===== config.mk =====
export PLATFORM = sky130hd
export DESIGN_NAME = uart_tx_ctrl
export DESIGN_NICKNAME = d
export VERILOG_FILES = /design/src/rtl/uart_tx_ctrl_pkg.sv /design/src/rtl/uart_tx_ctrl_sync_fifo.sv /design/src/rtl/uart_tx_ctrl.sv
export SDC_FILE = /design/constraint.sdc
export NUM_CORES = 1
export LEC_CHECK = 0
export CAP_MARGIN = 10
export CORE_MARGIN = 8
export CORE_UTILIZATION = 54
export CTS_BUF_LIST = sky130_fd_sc_hd__clkbuf_8
export CTS_CLUSTER_DIAMETER = 200
export CTS_CLUSTER_SIZE = 28
export DETAILED_ROUTE_END_ITERATION = 12
export PLACE_DENSITY = 0.91
export SYNTH_ARGS = -nofsm -noshare
export SYNTH_HDL_FRONTEND = slang
export SYNTH_SLANG_ARGS = --single-unit

===== constraint.sdc =====
create_clock -name clk -period 2.85 [get_ports clk]
set_clock_uncertainty 0.2 [all_clocks]
set_input_delay 0.4275 -clock clk [delete_from_list [all_inputs] [get_ports clk]]
set_output_delay 0.4275 -clock clk [all_outputs]
set_load 0.02 [all_outputs]

===== src/rtl/uart_tx_ctrl_pkg.sv =====
// uart_tx_ctrl_pkg: register map, status bit positions and serializer state encoding
package uart_tx_ctrl_pkg;
    localparam int DEFAULT_CLKS_PER_BIT = 434;
    localparam logic [1:0] REG_DATA = 2'd0;
    localparam logic [1:0] REG_STATUS = 2'd1;
    localparam int STAT_EMPTY = 0;
    localparam int STAT_FULL = 1;
    localparam int STAT_OVF = 2;
    localparam int STAT_ACTIVE = 3;
    localparam int STAT_CNT_LSB = 8;
    typedef enum logic [1:0] {
        ST_IDLE  = 2'd0,
        ST_START = 2'd1,
        ST_DATA  = 2'd2,
        ST_STOP  = 2'd3
    } tx_state_t;
endpackage


===== src/rtl/uart_tx_ctrl_sync_fifo.sv =====
// uart_tx_ctrl_sync_fifo: circular byte FIFO; full/empty judged on pre-edge count
module uart_tx_ctrl_sync_fifo #(
    parameter int DEPTH = 16,
    parameter int AW = 4
) (
    input  logic          clk,
    input  logic          rst_n,
    input  logic          i_push,
    input  logic [7:0]    i_data,
    input  logic          i_pop,
    output logic [7:0]    o_data,
    output logic          o_full,
    output logic          o_empty,
    output logic [AW:0]   o_count
);
    logic [7:0]    r_mem [DEPTH];
    logic [AW-1:0] r_wr_ptr;
    logic [AW-1:0] r_rd_ptr;
    logic [AW:0]   r_count;
    logic          w_do_push;
    logic          w_do_pop;
    assign o_full = r_count == (AW+1)'(DEPTH);
    assign o_empty = r_count == '0;
    assign o_count = r_count;
    assign o_data = r_mem[r_rd_ptr];
    assign w_do_push = i_push & ~o_full;
    assign w_do_pop = i_pop & ~o_empty;
    always_ff @(posedge clk or negedge rst_n) begin
        if (!rst_n) begin
            r_wr_ptr <= '0;
            r_rd_ptr <= '0;
            r_count  <= '0;
        end else begin
            if (w_do_push) r_wr_ptr <= r_wr_ptr + 1'b1;
            if (w_do_pop) r_rd_ptr <= r_rd_ptr + 1'b1;
            r_count <= r_count + (AW+1)'(w_do_push) - (AW+1)'(w_do_pop);
        end
    end
    always_ff @(posedge clk) begin
        if (w_do_push) r_mem[r_wr_ptr] <= i_data;
    end
endmodule


===== src/rtl/uart_tx_ctrl.sv =====
// uart_tx_ctrl: wishbone-attached UART transmitter, FIFO-buffered 8N1 serializer
module uart_tx_ctrl
    import uart_tx_ctrl_pkg::*;
#(
    parameter int CLKS_PER_BIT = DEFAULT_CLKS_PER_BIT,
    parameter int FIFO_DEPTH = 16,
    parameter int FIFO_AW = 4
) (
    input  logic        clk,
    input  logic        rst,
    input  logic [3:0]  wb_addr_i,
    input  logic [31:0] wb_data_i,
    input  logic        wb_we_i,
    input  logic        wb_stb_i,
    input  logic        wb_cyc_i,
    output logic [31:0] wb_data_o,
    output logic        wb_ack_o,
    output logic        tx_o,
    output logic        tx_busy_o
);
    tx_state_t      r_state;
    tx_state_t      w_nxt_state;
    logic [15:0]    r_baud;
    logic [15:0]    w_nxt_baud;
    logic [2:0]     r_bit;
    logic [2:0]     w_nxt_bit;
    logic [7:0]     r_shift;
    logic [7:0]     w_nxt_shift;
    logic           r_tx;
    logic           w_nxt_tx;
    logic           r_busy;
    logic           r_ack;
    logic [31:0]    r_rdata;
    logic           r_ovf;
    logic           w_req;
    logic [1:0]     w_sel;
    logic           w_push;
    logic           w_rd_status;
    logic           w_pop;
    logic           w_full;
    logic           w_empty;
    logic [FIFO_AW:0] w_count;
    logic [7:0]     w_fifo_data;
    logic [31:0]    w_status;
    logic           w_bit_end;
    logic           w_unused;
    assign w_unused = ^{wb_addr_i[1:0], wb_data_i[31:8]};
    assign wb_ack_o = r_ack;
    assign wb_data_o = r_rdata;
    assign tx_o = r_tx;
    assign tx_busy_o = r_busy;
    assign w_req = wb_stb_i & wb_cyc_i & ~r_ack;
    assign w_sel = wb_addr_i[3:2];
    assign w_push = w_req & wb_we_i & (w_sel == REG_DATA);
    assign w_rd_status = w_req & ~wb_we_i & (w_sel == REG_STATUS);
    assign w_bit_end = r_baud == 16'(CLKS_PER_BIT - 1);

    uart_tx_ctrl_sync_fifo #(.DEPTH(FIFO_DEPTH), .AW(FIFO_AW)) u_fifo (
        .clk     (clk),
        .rst_n   (rst),
        .i_push  (w_push),
        .i_data  (wb_data_i[7:0]),
        .i_pop   (w_pop),
        .o_data  (w_fifo_data),
        .o_full  (w_full),
        .o_empty (w_empty),
        .o_count (w_count)
    );

    always_comb begin
        w_status = '0;
        w_status[STAT_EMPTY] = w_empty;
        w_status[STAT_FULL] = w_full;
        w_status[STAT_OVF] = r_ovf;
        w_status[STAT_ACTIVE] = r_state != ST_IDLE;
        w_status[STAT_CNT_LSB +: 8] = 8'(w_count);
    end

    always_ff @(posedge clk or negedge rst) begin
        if (!rst) begin
            r_ack   <= 1'b0;
            r_rdata <= '0;
            r_ovf   <= 1'b0;
        end else begin
            r_ack <= w_req;
            if (w_req & ~wb_we_i) r_rdata <= w_rd_status ? w_status : '0;
            // a dropped byte outranks nothing else: a read and a write never share an edge
            if (w_push & w_full) r_ovf <= 1'b1;
            else if (w_rd_status) r_ovf <= 1'b0;
        end
    end

    always_comb begin
        w_nxt_state = r_state;
        w_nxt_baud = r_baud + 16'd1;
        w_nxt_bit = r_bit;
        w_nxt_shift = r_shift;
        w_pop = 1'b0;
        case (r_state)
            ST_IDLE: w_nxt_baud = '0;
            ST_START: if (w_bit_end) begin
                w_nxt_baud = '0;
                w_nxt_state = ST_DATA;
            end
            ST_DATA: if (w_bit_end) begin
                w_nxt_baud = '0;
                w_nxt_shift = r_shift >> 1;
                w_nxt_bit = r_bit + 3'd1;
                if (r_bit == 3'd7) w_nxt_state = ST_STOP;
            end
            ST_STOP: if (w_bit_end) begin
                w_nxt_baud = '0;
                w_nxt_state = ST_IDLE;
            end
            default: w_nxt_state = ST_IDLE;
        endcase
        // chaining from the stop bit straight into the next start avoids an idle gap
        if ((r_state == ST_IDLE || (r_state == ST_STOP && w_bit_end)) && !w_empty) begin
            w_pop = 1'b1;
            w_nxt_shift = w_fifo_data;
            w_nxt_bit = '0;
            w_nxt_baud = '0;
            w_nxt_state = ST_START;
        end
        w_nxt_tx = (w_nxt_state == ST_START) ? 1'b0 :
                   (w_nxt_state == ST_DATA) ? w_nxt_shift[0] : 1'b1;
    end

    always_ff @(posedge clk or negedge rst) begin
        if (!rst) begin
            r_state <= ST_IDLE;
            r_baud  <= '0;
            r_bit   <= '0;
            r_shift <= '0;
            r_tx    <= 1'b1;
            r_busy  <= 1'b0;
        end else begin
            r_state <= w_nxt_state;
            r_baud  <= w_nxt_baud;
            r_bit   <= w_nxt_bit;
            r_shift <= w_nxt_shift;
            r_tx    <= w_nxt_tx;
            r_busy  <= (r_state != ST_IDLE) | ~w_empty;
        end
    end
endmodule


==> run_results.csv <==
group,metric,value,unit
detailed_routing,drtIter0Drc,373,
timing,worst_slack,-20.3,ps
timing,finalSetupTns,-20.3,ps
global_route,grt_pass1_vias,4744,
detailed_routing,dr.pass1.iters,5,
timing,timing.final.crit_share,101,%
timing,period_minus_slack,2870,ps
final_layout,multi_input_area,2520,um^2
cts,clockRootBuffer,"clkbuf_8",
final_layout,final_common_cell,"edfxtp_1",
detailed_routing,viasPerCell,5.89,
synth,synth_area,7960,um^2
global_route,antenna_found_initial,0,
worst_setup_path,worstPathMaxFanout,4,
pwr,p_leak,3.31,nW
synth,ys_top_cells_by_area,"edfxtp_1, dfrtp_1, mux4_2, ha_1, mux4_1",
die,die_w,137,um
timing,setup_violations,1,
worst_setup_path,max_stage_delay,510,ps
cts,htreeDepth,4,
final_layout,seqCellArea,5220,um^2
synth,synth_top_area_cell,"edfxtp_1",
worst_setup_path,worstPathArrival,3040,ps
final_layout,final_cell_mix,"edfxtp_1, dfrtp_1, buf_4, nand2_1, nor2_1",
pwr,vdd_drop_max,431,uV
placement,place_hpwl,10500,um
timing,final-hold-violation-count,0,
synth,synthCells,520,
synth,synth_edf_count,128,
min_path,min_path_type,"input pin to async pin",
cts,cts_tree,"done",
placement,gp_congestion,0.822,
worst_setup_path,worstPathRequired,3020,ps
detailed_routing,postRouteAntennaNets,0,
outcome,status,"finished with violations",
synth,synth.ff_latch_count,183,
placement,placed_cells,741,
die,start_util,55.0,%
synth,yosysWarnings,0,
outcome,violations,"negative setup slack",
pwr,combPwrFrac,13.1,%
synth,synthArstFlopShare,30.1,%
worst_setup_path,path_class,"register to register",
final_layout,n_fill_cell,990,
timing,hold_slack,219,ps
worst_setup_path,slowest_stage,"or4b_4",
pwr,internal-power,4.08,mW
cts,numCtsBuffers,17,
final_layout,fin_nets,642,
cts,cts.clk_slew.worst_paths,100,ps
final_layout,diodes,0,
timing,tightestPinTransition,1080,ps
detailed_routing,drcViolationCount,0,
global_route,grt_max_degree,36,
die,placement_rows,44,
pwr,switching_share,26.4,%
worst_setup_path,startpoint_type,"register",
global_route,grt-ovfl-total,0,
timing,slew_viol_final,0,
worst_setup_path,crit_top_cell,"inv_2",
pwr,finalPower,5.54,mW
synth,synthFlopType,"edfxtp_1",
worst_setup_path,crit_path_end_kind,"register",
cts,clk_path_buf_depth,2,
global_route,track_usage,17.7,%
synth,synth_cell_types,56,
final_layout,area.growth.synth_to_final,13.8,%
pwr,pwr-share-seq,54.8,%
die,die-area,18900,um^2
cts,clock_latency,490,ps
detailed_routing,vias,4604,
pwr,clkPwrFrac,32.1,%
die,dieHeight,137,um
die,pin_count,76,
timing,slew_headroom,27.4,%
final_layout,layout-drive-gt1-share,22.6,%
die,core_area,14500,um^2
timing,timing.fmax,0.348,GHz
job,maxCapViolations,0,
worst_setup_path,reg2reg_slack,-20,ps
timing,rsz0062_at_grt,"yes",
pwr,switchingPower,1.46,mW
placement,place_ws,-51.5,ps
worst_setup_path,crit_start,"u_fifo.o_count[2]$_DFF_PN0_",
synth,netlist.area_leader.share,48.3,%
worst_setup_path,r2r-start,"u_fifo.o_count[2]$_DFF_PN0_",
final_layout,final_cells,782,
synth,yosysSeqAreaShare,65.6,%
pwr,powerDensity,612,nW/um^2
synth,syn_avg_cell_area,15.3,um^2
placement,io_buffers,26,
detailed_routing,wirelength,15700,um
cts,cts_sinks,183,
worst_setup_path,path_cells,"inv_2, ha_4, or4b_4, nand2_4, o21ai_4, ha_4, inv_2, ha_4, inv_2, fa_2, inv_2, a21oi_2, nor2_1, nor2_1, xnor2_1",
worst_setup_path,reg2reg_to,"u_fifo.o_count[4]$_DFF_PN0_",
worst_setup_path,reg2regPathDepth,15,
global_route,grt_pass1_wl,24800,um
detailed_routing,avgRoutedWirePerCell,20.1,um
## worst max-delay path, delay by kind of cell, from the launching register on
kind / cells / cell delay (ps)
xor+xnor: 1 / 110
compound gates: 2 / 110
buf+inv: 4 / 270
simple gates: 4 / 790
flops: 1 / 420
fa+ha+maj: 4 / 840
## flip-flops by register name, summed over array words and instances, names as in the netlist
signal / flops
wb_ack_o: 1
u_fifo.r_wr_ptr: 4
u_fifo.r_rd_ptr: 4
r_baud: 16
r_bit: 3
tx_busy_o: 1
r_state: 2
tx_o: 1
r_ovf: 1
wb_data_o: 9
u_fifo.o_count: 5
u_fifo.r_mem: 128
r_shift: 8
## metal layers
metal  GRT usage, %  part of all wire, %
met5              0                    0
met2           28.9                   50
met1           21.8                   40
met4           7.60                  2.7
met3           4.70                  7.2
## cell families after synthesis
family	share of synthesized area, %
mux	11.5
fa+ha+maj	2.75
xor+xnor	2.53
compound gates	4.54
simple gates	8.30
buf+inv	4.67
flops	65.6
other cells	0.0471
## metrics by stage
step / utilization [%] / cell area [um^2]
3_3_place_gp: 59.2 / 8580
4_1_cts: 62.3 / 9020
5_1_grt: 62.5 / 9060
6_report: 62.5 / 9060
2_1_floorplan: - / 8110
3_5_place_dp: 59.2 / 8580
## power groups by stage
| stage | registers [mW] | clock network (mW) | logic [mW] |
|---|---|---|---|
| 2_1_floorplan | 3.09 | 0 | 0.425 |
| 3_3_place_gp | 3.08 | 0 | 0.579 |
| 3_5_place_dp | 3.09 | 0 | 0.632 |
| 4_1_cts | 3.03 | 1.80 | 0.676 |
| 5_1_grt | 3.05 | 1.90 | 0.805 |
| 6_report | 3.04 | 1.78 | 0.729 |
## worst max-delay path by stage
stage	to	slack, ps	cells after the start
2_1_floorplan	u_fifo.o_count[4]$_DFF_PN0_	-0.8	16
6_report	u_fifo.o_count[4]$_DFF_PN0_	-20	15
3_5_place_dp	u_fifo.o_count[4]$_DFF_PN0_	-50	15
5_1_grt	u_fifo.o_count[4]$_DFF_PN0_	-140	15
4_1_cts	u_fifo.o_count[4]$_DFF_PN0_	9	15
3_3_place_gp	u_fifo.o_count[4]$_DFF_PN0_	80	15
## cell usage after synthesis (2+ instances only)
cell type  number
or3_1           2
a21oi_1         9
mux4_2         24
and3_1          3
mux2_2         10
dfrtp_1        54
and2_1          2
edfxtp_1      128
o211ai_2        5
a311oi_1        2
buf_2          11
and4b_1         2
buf_6           2
nand3_1        18
nand2b_1        4
o21ai_1         2
nand2_1        42
o21ai_0         9
xnor2_1        12
clkbuf_1        9
and4_1          2
o31ai_1         7
inv_1          15
nand4_1         7
mux4_1          7
xor2_1         11
a31oi_1         2
ha_1           15
mux2i_1         8
buf_4          24
nor2_1         34
a22oi_1         2
a32oi_1         6
nor3_1          6
nand3b_1        3
## timing repair
action,CTS,global route
setup endpoints to repair,1,1
resized for setup,1,2
hold endpoints to repair,20,0
hold buffers,1,0
setup buffers,4,4
pin swaps,3,6
## layout make-up
class / instances / share of cell area [%]
sequential: 183 / 57.7
multi-input combinational: 296 / 27.8
timing repair buffer: 72 / 6.94
clock buffer: 17 / 2.58
tap: 184 / 2.54
clock inverter: 15 / 1.82
inverter: 15 / 0.622
(Power assumes the default switching activity.)
